## src/rtl/cpu_ctrl_pkg.sv

```systemverilog
// Shared encodings for the hardwired CPU control unit: opcodes, ALU codes,
// sequencer mode/step encodings and the instruction-class enum.
// Latency: n/a (declarations only). Backpressure: n/a.
package cpu_ctrl_pkg;

  localparam int OPCODE_W = 5;
  localparam int NSTEP_W  = 3;

  typedef logic [OPCODE_W-1:0] opcode_t;
  typedef logic [NSTEP_W-1:0]  step_t;

  // Opcodes as found in IR[31:27]
  localparam opcode_t OP_LD   = 5'd0;
  localparam opcode_t OP_LDI  = 5'd1;
  localparam opcode_t OP_ST   = 5'd2;
  localparam opcode_t OP_ADD  = 5'd3;
  localparam opcode_t OP_SUB  = 5'd4;
  localparam opcode_t OP_AND  = 5'd5;
  localparam opcode_t OP_OR   = 5'd6;
  localparam opcode_t OP_SHR  = 5'd7;
  localparam opcode_t OP_SHRA = 5'd8;
  localparam opcode_t OP_SHL  = 5'd9;
  localparam opcode_t OP_ROR  = 5'd10;
  localparam opcode_t OP_ROL  = 5'd11;
  localparam opcode_t OP_ADDI = 5'd12;
  localparam opcode_t OP_ANDI = 5'd13;
  localparam opcode_t OP_ORI  = 5'd14;
  localparam opcode_t OP_MUL  = 5'd15;
  localparam opcode_t OP_DIV  = 5'd16;
  localparam opcode_t OP_NEG  = 5'd17;
  localparam opcode_t OP_NOT  = 5'd18;
  localparam opcode_t OP_BRX  = 5'd19;
  localparam opcode_t OP_JR   = 5'd20;
  localparam opcode_t OP_IN   = 5'd22;
  localparam opcode_t OP_OUT  = 5'd23;
  localparam opcode_t OP_MFHI = 5'd24;
  localparam opcode_t OP_MFLO = 5'd25;
  localparam opcode_t OP_NOP  = 5'd26;
  localparam opcode_t OP_HALT = 5'd27;

  // ALU operation code used for address/offset arithmetic
  localparam opcode_t ALU_ADD = 5'd3;

  typedef enum logic [1:0] {
    MODE_RESET = 2'd0,
    MODE_EXEC  = 2'd1,
    MODE_HALT  = 2'd2
  } mode_e;

  localparam step_t STEP_T0 = 3'd0;
  localparam step_t STEP_T1 = 3'd1;
  localparam step_t STEP_T2 = 3'd2;
  localparam step_t STEP_T3 = 3'd3;
  localparam step_t STEP_T4 = 3'd4;
  localparam step_t STEP_T5 = 3'd5;
  localparam step_t STEP_T6 = 3'd6;
  localparam step_t STEP_T7 = 3'd7;

  typedef enum logic [3:0] {
    CLS_ALU3     = 4'd0,
    CLS_IMM      = 4'd1,
    CLS_LD       = 4'd2,
    CLS_LDI      = 4'd3,
    CLS_ST       = 4'd4,
    CLS_MULDIV   = 4'd5,
    CLS_UNARY    = 4'd6,
    CLS_BR       = 4'd7,
    CLS_ONE_STEP = 4'd8,
    CLS_NOP      = 4'd9,
    CLS_HALT     = 4'd10
  } opclass_e;

endpackage

```

## src/rtl/control_unit_opclass_decode.sv

```systemverilog
// Maps an opcode to its instruction class and the index of its final step.
// Latency: combinational. Backpressure: none.
// Ports: opcode in (IR[31:27]); op_class out (class enum); last_step out (T2..T7).
module opclass_decode
  import cpu_ctrl_pkg::*;
(
  input  logic [OPCODE_W-1:0] opcode,
  output opclass_e            op_class,
  output logic [NSTEP_W-1:0]  last_step
);

  always_comb begin
    op_class = CLS_NOP;
    case (opcode)
      OP_LD:   op_class = CLS_LD;
      OP_LDI:  op_class = CLS_LDI;
      OP_ST:   op_class = CLS_ST;
      OP_ADD, OP_SUB, OP_AND, OP_OR, OP_SHR, OP_SHRA, OP_SHL, OP_ROR, OP_ROL:
               op_class = CLS_ALU3;
      OP_ADDI, OP_ANDI, OP_ORI:
               op_class = CLS_IMM;
      OP_MUL, OP_DIV:
               op_class = CLS_MULDIV;
      OP_NEG, OP_NOT:
               op_class = CLS_UNARY;
      OP_BRX:  op_class = CLS_BR;
      OP_JR, OP_IN, OP_OUT, OP_MFHI, OP_MFLO:
               op_class = CLS_ONE_STEP;
      OP_HALT: op_class = CLS_HALT;
      default: op_class = CLS_NOP;   // nop and unassigned opcodes
    endcase
  end

  always_comb begin
    last_step = STEP_T2;
    case (op_class)
      CLS_ALU3, CLS_IMM, CLS_LDI: last_step = STEP_T5;
      CLS_LD, CLS_ST:             last_step = STEP_T7;
      CLS_MULDIV, CLS_BR:         last_step = STEP_T6;
      CLS_UNARY:                  last_step = STEP_T4;
      CLS_ONE_STEP:               last_step = STEP_T3;
      default:                    last_step = STEP_T2;
    endcase
  end

endmodule

```

## src/rtl/control_unit.sv

```systemverilog
// Moore sequencer generating every datapath control strobe: fetch T0-T2, execute T3-T7.
// Latency: strobes are combinational from the registered {mode, step}; one step per clk.
// Backpressure: none; stop is honoured only at an instruction's last step.
// Ports: clk, clr (sync active-low), stop, IR, branch_flag in; bus drivers, register
// loads, memory strobes, select/encode controls, operation[4:0] and Run out.
module control_unit
  import cpu_ctrl_pkg::*;
(
  input  logic        clk,
  input  logic        clr,
  input  logic        stop,
  input  logic [31:0] IR,
  input  logic        branch_flag,
  output logic        PCout,
  output logic        ZHighout,
  output logic        ZLowout,
  output logic        HIout,
  output logic        LOout,
  output logic        InPortout,
  output logic        Cout,
  output logic        MDRout,
  output logic        MARin,
  output logic        PCin,
  output logic        MDRin,
  output logic        IRin,
  output logic        Yin,
  output logic        IncPC,
  output logic        Read,
  output logic        Write,
  output logic        HIin,
  output logic        LOin,
  output logic        ZHIin,
  output logic        ZLOin,
  output logic        CONin,
  output logic        OutPortin,
  output logic        Gra,
  output logic        Grb,
  output logic        Grc,
  output logic        Rin,
  output logic        Rout,
  output logic        BAout,
  output logic [4:0]  operation,
  output logic        Run
);

  logic [OPCODE_W-1:0] opcode;
  assign opcode = IR[31 -: OPCODE_W];

  // Operand fields are consumed by the datapath, not by the sequencer.
  logic unused_ir;
  assign unused_ir = ^IR[31-OPCODE_W:0];

  mode_e              mode_q, mode_d;
  logic [NSTEP_W-1:0] step_q, step_d;
  opclass_e           op_class;
  logic [NSTEP_W-1:0] last_step;

  opclass_decode u_decode (
    .opcode    (opcode),
    .op_class  (op_class),
    .last_step (last_step)
  );

  // Next state. The T2 decision (nop/halt) reads the opcode presented on IR
  // during that step.
  always_comb begin
    mode_d = mode_q;
    step_d = step_q;
    case (mode_q)
      MODE_RESET: begin
        mode_d = MODE_EXEC;
        step_d = STEP_T0;
      end
      MODE_EXEC: begin
        if (step_q == last_step) begin
          step_d = STEP_T0;
          if (op_class == CLS_HALT || stop) mode_d = MODE_HALT;
        end else begin
          step_d = step_q + 1'b1;
        end
      end
      MODE_HALT: begin
        mode_d = MODE_HALT;
        step_d = STEP_T0;
      end
      default: begin
        mode_d = MODE_RESET;
        step_d = STEP_T0;
      end
    endcase
  end

  always_ff @(posedge clk) begin
    if (!clr) begin
      mode_q <= MODE_RESET;
      step_q <= STEP_T0;
    end else begin
      mode_q <= mode_d;
      step_q <= step_d;
    end
  end

  // Strobe decode; everything stays low outside EXEC.
  always_comb begin
    {PCout, ZHighout, ZLowout, HIout, LOout, InPortout, Cout, MDRout,
     MARin, PCin, MDRin, IRin, Yin, IncPC, Read, Write, HIin, LOin,
     ZHIin, ZLOin, CONin, OutPortin, Gra, Grb, Grc, Rin, Rout, BAout} = '0;
    operation = '0;
    Run       = (mode_q == MODE_EXEC);

    if (mode_q == MODE_EXEC) begin
      case (step_q)
        STEP_T0: begin PCout = 1'b1; MARin = 1'b1; IncPC = 1'b1; ZLOin = 1'b1; end
        STEP_T1: begin ZLowout = 1'b1; PCin = 1'b1; Read = 1'b1; MDRin = 1'b1; end
        STEP_T2: begin MDRout = 1'b1; IRin = 1'b1; end
        default: begin
          case (op_class)
            CLS_ALU3, CLS_IMM: begin
              case (step_q)
                STEP_T3: begin Grb = 1'b1; Rout = 1'b1; Yin = 1'b1; end
                STEP_T4: begin
                  // Immediate forms take the second operand from the C field
                  if (op_class == CLS_IMM) begin
                    Cout = 1'b1;
                  end else begin
                    Grc  = 1'b1;
                    Rout = 1'b1;
                  end
                  operation = opcode;
                  ZLOin     = 1'b1;
                end
                STEP_T5: begin ZLowout = 1'b1; Gra = 1'b1; Rin = 1'b1; end
                default: ;
              endcase
            end
            CLS_LD, CLS_LDI, CLS_ST: begin
              // Shared effective-address computation: base (or 0 via BAout) + C
              case (step_q)
                STEP_T3: begin Grb = 1'b1; BAout = 1'b1; Yin = 1'b1; end
                STEP_T4: begin Cout = 1'b1; operation = ALU_ADD; ZLOin = 1'b1; end
                STEP_T5: begin
                  ZLowout = 1'b1;
                  if (op_class == CLS_LDI) begin
                    Gra = 1'b1;
                    Rin = 1'b1;
                  end else begin
                    MARin = 1'b1;
                  end
                end
                STEP_T6: begin
                  MDRin = 1'b1;
                  // Loads pull from memory; stores leave Read low so MDR takes the bus
                  if (op_class == CLS_LD) begin
                    Read = 1'b1;
                  end else begin
                    Gra  = 1'b1;
                    Rout = 1'b1;
                  end
                end
                STEP_T7: begin
                  if (op_class == CLS_LD) begin
                    MDRout = 1'b1;
                    Gra    = 1'b1;
                    Rin    = 1'b1;
                  end else begin
                    Write = 1'b1;
                  end
                end
                default: ;
              endcase
            end
            CLS_MULDIV: begin
              case (step_q)
                STEP_T3: begin Gra = 1'b1; Rout = 1'b1; Yin = 1'b1; end
                STEP_T4: begin
                  Grb = 1'b1; Rout = 1'b1; operation = opcode; ZHIin = 1'b1; ZLOin = 1'b1;
                end
                STEP_T5: begin ZLowout = 1'b1; LOin = 1'b1; end
                STEP_T6: begin ZHighout = 1'b1; HIin = 1'b1; end
                default: ;
              endcase
            end
            CLS_UNARY: begin
              case (step_q)
                STEP_T3: begin Grb = 1'b1; Rout = 1'b1; operation = opcode; ZLOin = 1'b1; end
                STEP_T4: begin ZLowout = 1'b1; Gra = 1'b1; Rin = 1'b1; end
                default: ;
              endcase
            end
            CLS_BR: begin
              case (step_q)
                STEP_T3: begin Gra = 1'b1; Rout = 1'b1; CONin = 1'b1; end
                STEP_T4: begin PCout = 1'b1; Yin = 1'b1; end
                STEP_T5: begin Cout = 1'b1; operation = ALU_ADD; ZLOin = 1'b1; end
                STEP_T6: begin ZLowout = 1'b1; PCin = branch_flag; end
                default: ;
              endcase
            end
            CLS_ONE_STEP: begin
              if (step_q == STEP_T3) begin
                case (opcode)
                  OP_JR:   begin Gra = 1'b1; Rout = 1'b1; PCin = 1'b1; end
                  OP_IN:   begin InPortout = 1'b1; Gra = 1'b1; Rin = 1'b1; end
                  OP_OUT:  begin Gra = 1'b1; Rout = 1'b1; OutPortin = 1'b1; end
                  OP_MFHI: begin HIout = 1'b1; Gra = 1'b1; Rin = 1'b1; end
                  OP_MFLO: begin LOout = 1'b1; Gra = 1'b1; Rin = 1'b1; end
                  default: ;
                endcase
              end
            end
            default: ;
          endcase
        end
      endcase
    end
  end

endmodule

```

## config.mk

```make
export PLATFORM = sky130hd
export DESIGN_NAME = control_unit
export DESIGN_NICKNAME = d
export VERILOG_FILES = /design/src/rtl/cpu_ctrl_pkg.sv /design/src/rtl/control_unit_opclass_decode.sv /design/src/rtl/control_unit.sv
export SDC_FILE = /design/constraint.sdc
export NUM_CORES = 1
export LEC_CHECK = 0
export ABC_AREA = 0
export BUFFER_PORTS_ARGS = -buffer_cell sky130_fd_sc_hd__buf_2
export CORE_MARGIN = 1
export CORE_UTILIZATION = 40
export DETAILED_ROUTE_END_ITERATION = 8
export GPL_ROUTABILITY_DRIVEN = 0
export PLACE_DENSITY_LB_ADDON = 0.12
export SLEW_MARGIN = 20
export SYNTH_ARGS = -nofsm -noshare
export SYNTH_HDL_FRONTEND = slang
export SYNTH_HIERARCHICAL = 1
export SYNTH_SLANG_ARGS = --single-unit
```

## constraint.sdc

```tcl
create_clock -name clk -period 3 [get_ports clk]
set_clock_uncertainty 0.2 [all_clocks]
set_input_delay 0.15 -clock clk [delete_from_list [all_inputs] [get_ports clk]]
set_output_delay 0.15 -clock clk [all_outputs]
set_load 0.05 [all_outputs]
```

==> results.md, run 1 <==
* Status: completed
* Ant diodes at 0
* Sequential area share after synthesis at 7.921%
* Die Span Y at 58.21 microns
* Buf+Inv Stages, Crit Path at 2
* Cell count after synthesis at 192
* Final number of hold-violating endpoints at 0
* Worst path required time at 2.65 ns
* Clk slew on worst S/H paths at 0.04 ns
* Remaining design rule violation count at 0
* Port Buffers at 42
* Worst-Margin Slew at 0.6294 ns
* CP Cell Sequence: buf_2 -> ha_1 -> nand2b_1 -> a31oi_1 -> nor2_1 -> or3_4 -> or2_0 -> or3_1 -> a31oi_2 -> buf_4
* I/O Pins at 70
* Largest net degree at the start of global routing at 21
* First-pass GRT wire length at 6113 microns
* DRT Pass-1 Iters at 4
* Final min period at 2.864 ns
* Cts repair resizes at 0
* Total GRT Usage at 22.73%
* Pwr Density at 437.7 mW/mm^2
* Slew Limit Headroom at 57.68%
* CTS Hold Bufs at 0
* Pleak at 0.7615 nW
* Number of DRC markers in iteration 0 at 50
* Root Buffer: clkbuf_4
* Critical path arrival at 2.51 ns
* Commonest non-fill, non-tap cells in the layout: 39 x buf_2, 19 x nand2_1, 15 x nor2_1, 15 x buf_4, 14 x inv_1
* Post-synth EDFFs at 0
* Initial Util at 41.74%
* Final setup violation count at 0
* Cell with the largest stage delay on the worst path: or3_1
* Core ar. at 0.003028 sq mm
* Max Fclk at 349.1 MHz
* Initial antenna violation count at 0
* Die area at 0.003388 sq mm
* Family with the most delay on the worst path: simple AND/OR/NAND/NOR gates
* Inserted Clock Buffers at 3
* Worst-Skew Late Latency at 0.24 ns
* CP max stage delay at 0.45 ns
* Synthesized Nets at 240
* Vias/cell at 5.477
* Yosys top cell area share at 11.88%
* Period utilisation layout at 95.48%
* Fraction of registers with async set or reset after synthesis at 0%
* Drt total wl at 3648 microns
* Core Rows at 20
* YS warnings at 6
* Post-CTS setup buffers at 0
* Max-cap viol count at 0
* Crit Path Class: input port to primary output
* Final core occ at 54.50%
* ANT nets after route at 0
* Number of global-route vias before repair at 1368
* DR vias at 1550
* Final nets at 288
* Ys flop type: dfxtp_1
* Global route total overflow at 0
* Yosys reg bits at 5
* Synth Area per Inst at 6.582 sq um
* Worst setup EP type: primary output
* CP Max Fanout at 4
* Share of layout cells above drive strength 1 at 31.80%
* CP startpoint kind: input port
* Synth-to-layout area growth at 30.59%
* Hold crit path type: input port to flop
* Synth area leaders: ha_1 12%, dfxtp_1 7.9%, nand2_1 5.6%
* CTS tree: built
* Pins over their slew limit at 0
* Commonest non-fill, non-tap cell in the layout: buf_2
* Die Wd at 58.21 microns
* Max rail drop VDD at 0.3671 mV
* WL per Instance at 12.89 microns
* Synthesized area at 0.001264 sq mm
* Clock sink count at 5
* Clk buf depth at 2
* Post-synth top area cell: ha_1
* # H-tree levels at 1
* Min Hold Slack at 0.005384 ns
* Netlist cell types at 48
* Post-DP HPWL at 2929 microns
-- metrics by stage --
step / TNS (ns) / worst slack, ns / std cells / power, mW / area [sq um]
4_1_cts: 0 / 0.08656 / 283 / 0.7234 / 1639
3_5_place_dp: 0 / 0.1048 / 279 / 0.6413 / 1613
6_report: 0 / 0.1357 / 283 / 0.7223 / 1650
5_1_grt: -0.01177 / -0.01177 / 283 / 0.7788 / 1650
2_1_floorplan: -0.5195 / -0.2009 / 192 / 0.5383 / 1321
3_3_place_gp: 0 / 0.1333 / 279 / 0.6272 / 1613
-- report_power, final --
group	leakage (nW)	switching, mW	internal (mW)
Combinational	0.706	0.385	0.158
Clock	0.0150	0.0287	0.0504
Sequential	0.0409	0.0155	0.0855
Total	0.762	0.429	0.294
-- cell type report --
cell class	instances	area [sq um]
fill	327	1378
tap	44	55.05
sequential	5	100.1
timing repair buffer	56	322.8
clock buffer	4	26.28
multi-input combinational	159	1090
inverter	15	56.30
-- worst min-delay path, cell delays in order --
cell,delay [ns]
buf_2,0.13
nand2_1,0.06
mux2i_1,0.06
-- final timing paths --
path	depth (start not counted)	to	startpoint	slack [ns]
hold reg to reg	2	mode_q[1]	mode_q[1]	0.27
setup / recovery	10	PCin	IR[27]	0.14
hold / removal	3	mode_q[1]	clr	0.005
setup reg to reg	5	mode_q[1]	step_q[2]	1.57
-- cells in the mapped netlist (all sizes together), types with 2 or more instances --
master / number
nor4: 5
clkbuf: 4
nand2: 19
nand2b: 5
nand3: 12
and2: 3
dfxtp: 5
and3: 7
a31oi: 5
nor3: 7
o21a: 2
nor3b: 3
or3: 3
buf: 9
a32oi: 2
nor2: 15
ha: 12
or2: 3
o211ai: 2
a211oi: 2
o21ai: 8
a21oi: 13
nor2b: 3
o31ai: 3
xnor2: 4
nand4: 2
inv: 14
mux2i: 5
-- routing by layer --
| metal | vias to the layer above | share of wire, % | track usage [%] |
|---|---|---|---|
| met4 | 0 | 0.44 | 7.823 |
| li1 | 779 | - | - |
| met5 | - | 0 | 0 |
| met3 | 2 | 4.1 | 2.679 |
| met2 | 45 | 48 | 38.10 |
| met1 | 724 | 47 | 30.05 |
-- flip-flops by register name, summed over array words and instances (netlist names) --
signal / count
mode_q: 2
step_q: 3
-- cell families after synthesis --
logic type / count (synthesis) / share of synthesized area (%)
XOR/XNOR: 4 / 2.772
AO/OA/AOI/OAI: 47 / 25.05
adder cells (fa/ha/maj): 12 / 11.88
buffers and inverters: 28 / 10.69
multiplexers: 5 / 3.961
flip-flops: 5 / 7.921
AND/OR/NAND/NOR: 91 / 37.72
No activity file was read; power rests on OpenSTA's default activity.
==> run 2, diff against run 1 <==
CORE_ASPECT_RATIO = 0.8   (was unset)
==> run 2 against run 1 <==
Clock power grew 66%; via count grew 0.84%; die area about the same; first-iteration DRC count rose by 76%; clock-buffer cell count is the same; non-clock buffer count unchanged; core utilization is 3.7 points higher; final area up 1.2%; total power up 8.1%; global-route usage grew 0.34 points.
==> results.md, run 2 (same netlist as run 1, synthesis figures left out) <==
* Status: completed
* Share of layout cells above drive strength 1 at 33.05% (+1.3 points)
* Die area at 0.003390 sq mm (about the same)
* Critical path arrival at 2.53 ns (+0.02 ns)
* Final number of hold-violating endpoints at 0 (unchanged)
* Die Span Y at 52.28 microns (-10%)
* Total GRT Usage at 23.06% (+0.34 points)
* Largest regs: step_q: 3 flops, mode_q: 2 flops
* Post-route total power at 780.5 uW (+8.1%)
* Initial antenna violation count at 0 (unchanged)
* Area of placed instances at 0.001605 sq mm (-0.47%)
* Max rail drop VDD at 0.4943 mV (+35%)
* Max Fclk at 347.5 MHz (-0.47%)
* Setup_tns at 0 ns (unchanged)
* RSZ-0062 raised after global routing: false
* CP max stage delay at 0.44 ns (about the same)
* Min Hold Slack at 0.02178 ns (+0.01640 ns)
* Post-route cell area at 0.001670 sq mm (+1.2%)
* Pins over their slew limit at 0 (unchanged)
* Met2 global-route usage at 40.97% (+2.9 points)
* Footprint of the multi-input gates at 0.001104 sq mm (+1.3%)
* Period utilisation layout at 95.93% (+0.45 points)
* # H-tree levels at 1 (unchanged)
* Storage cell area at 100.1 sq um (unchanged)
* Met3 Resource Use GR at 1.087% (-1.6 points)
* Clk slew on worst S/H paths at 0.04 ns (about the same)
* R2r setup slk at 1.57 ns (about the same)
* DRT Pass-1 Iters at 4 (unchanged)
* Max FFs per register at 3 (unchanged)
* Cell Count, Final, Fillers Out at 277 (-2.1%)
* Worst Hold Path EP: mode_q[1]
* Die Wd at 64.84 microns (+11%)
* Clk buf depth at 2 (unchanged)
* Final nets at 288 (unchanged)
* FILL cells at 315 (-3.7%)
* Inst Count DP at 273 (-2.2%)
* CP Max Fanout at 4 (unchanged)
* Number of DRC markers in iteration 0 at 88 (+76%)
* Hold path startpoint: clr
* Final min period at 2.878 ns (+0.01351 ns)
* Inserted Clock Buffers at 3 (unchanged)
* Synth-to-layout area growth at 32.18%
* Drt total wl at 3855 microns (+5.7%)
* Core Rows at 17 (-15%)
* Crit Path Class: input port to primary output
* Largest net degree at the start of global routing at 21 (unchanged)
* Root Buffer: clkbuf_8
* Final setup violation count at 0 (unchanged)
* Pleak at 0.7724 nW (+1.4%)
* Reg with most FFs: step_q
* Met1 GRT Util at 29.74% (-0.31 points)
* Initial Util at 44.01% (+2.3 points)
* Pwr Density at 467.3 mW/mm^2 (+6.8%)
* CTS tree: built
* Post-DP HPWL at 2973 microns (+1.5%)
* Commonest non-fill, non-tap cell in the layout: buf_2
* CP startpoint kind: input port
* Core ar. at 0.002872 sq mm (-5.2%)
* Clock sink count at 5 (unchanged)
* CP Cell Sequence: buf_2 -> inv_1 -> ha_1 -> o41ai_2 -> a211o_1 -> or3_4 -> or2_0 -> or3_1 -> a31oi_2 -> clkbuf_4
* Setup ws final at 0.1222 ns (-0.01351 ns)
* Gr busiest metal: met2
* Worst path required time at 2.65 ns (about the same)
* Max-cap viol count at 0 (unchanged)
* First-pass GRT wire length at 6147 microns (+0.56%)
* Global route total overflow at 0 (unchanged)
* Reg-to-reg critical path startpoint: mode_q[1]
* Place WS at 0.08908 ns (-0.01568 ns)
* DR vias at 1563 (+0.84%)
* Worst setup EP type: primary output
* Worst r2r path cells at 4 (-1)
* Hold crit path type: input port to flop
* Commonest non-fill, non-tap cells in the layout: 41 x buf_2, 19 x nand2_1, 15 x nor2_1
* Worst-Skew Late Latency at 0.23 ns (about the same)
* I/O Pins at 70 (unchanged)
* Vias/cell at 5.643 (+3.0%)
* Number of global-route vias before repair at 1355 (-0.95%)
* Worst-Margin Slew at 0.6262 ns (-0.003212 ns)
* WL per Instance at 13.92 microns (+8.0%)
* ANT nets after route at 0 (unchanged)
* Ant diodes at 0 (unchanged)
* Final core occ at 58.17% (+3.7 points)
* Port Buffers at 42 (unchanged)
* Slew Limit Headroom at 57.90% (+0.22 points)
* Hold path cells at 3 (unchanged)
* Cell with the largest stage delay on the worst path: or3_1
* R2r endpoint: mode_q[0]
* Remaining design rule violation count at 0 (unchanged)
-- run 2: per-layer routing --
metal | up-vias | share of wire (%) | routed length (microns)
met3 | 2 | 5.6 | 216
met5 | - | 0 | 0
met4 | 0 | 0.93 | 36
met2 | 47 | 47 | 1810
li1 | 780 | - | -
met1 | 734 | 46 | 1791
-- run 2: worst max path at each step --
| stage | startpoint | to | cells after the start |
|---|---|---|---|
| finish | IR[28] | PCin | 10 |
| global route | IR[27] | PCin | 11 |
| CTS | step_q[0] | PCin | 7 |
| detailed placement | IR[27] | operation[4] | 12 |
| global placement | IR[27] | operation[1] | 12 |
| floorplan | mode_q[1] | ZHighout | 7 |
-- run 2: worst max-delay path: cells and delay by family --
family	cells	cell delay [ns]
fa+ha+maj	1	0.29
buf+inv	3	0.43
compound gates	3	0.59
simple gates	3	1.06
-- run 2: cell type report --
cell class	count	area share (%)
Timing Repair Buffer	56	19.03
Sequential cell	5	5.993
Tap cell	38	2.846
Inverter	15	3.371
Multi-Input combinational cell	159	66.07
Clock buffer	4	2.697
-- run 2: what timing repair did --
item	in CTS	in global routing
endpoints found under the setup margin	0	6
gates resized for setup	0	5
hold buffers	0	0
buffers inserted	0	0
-- run 2: power breakdown --
| part | switching [mW] | internal (mW) | total (mW) |
|---|---|---|---|
| Sequential | 0.0154 | 0.0857 | 0.101 |
| Clock | 0.0393 | 0.0917 | 0.131 |
| Combinational | 0.390 | 0.159 | 0.548 |
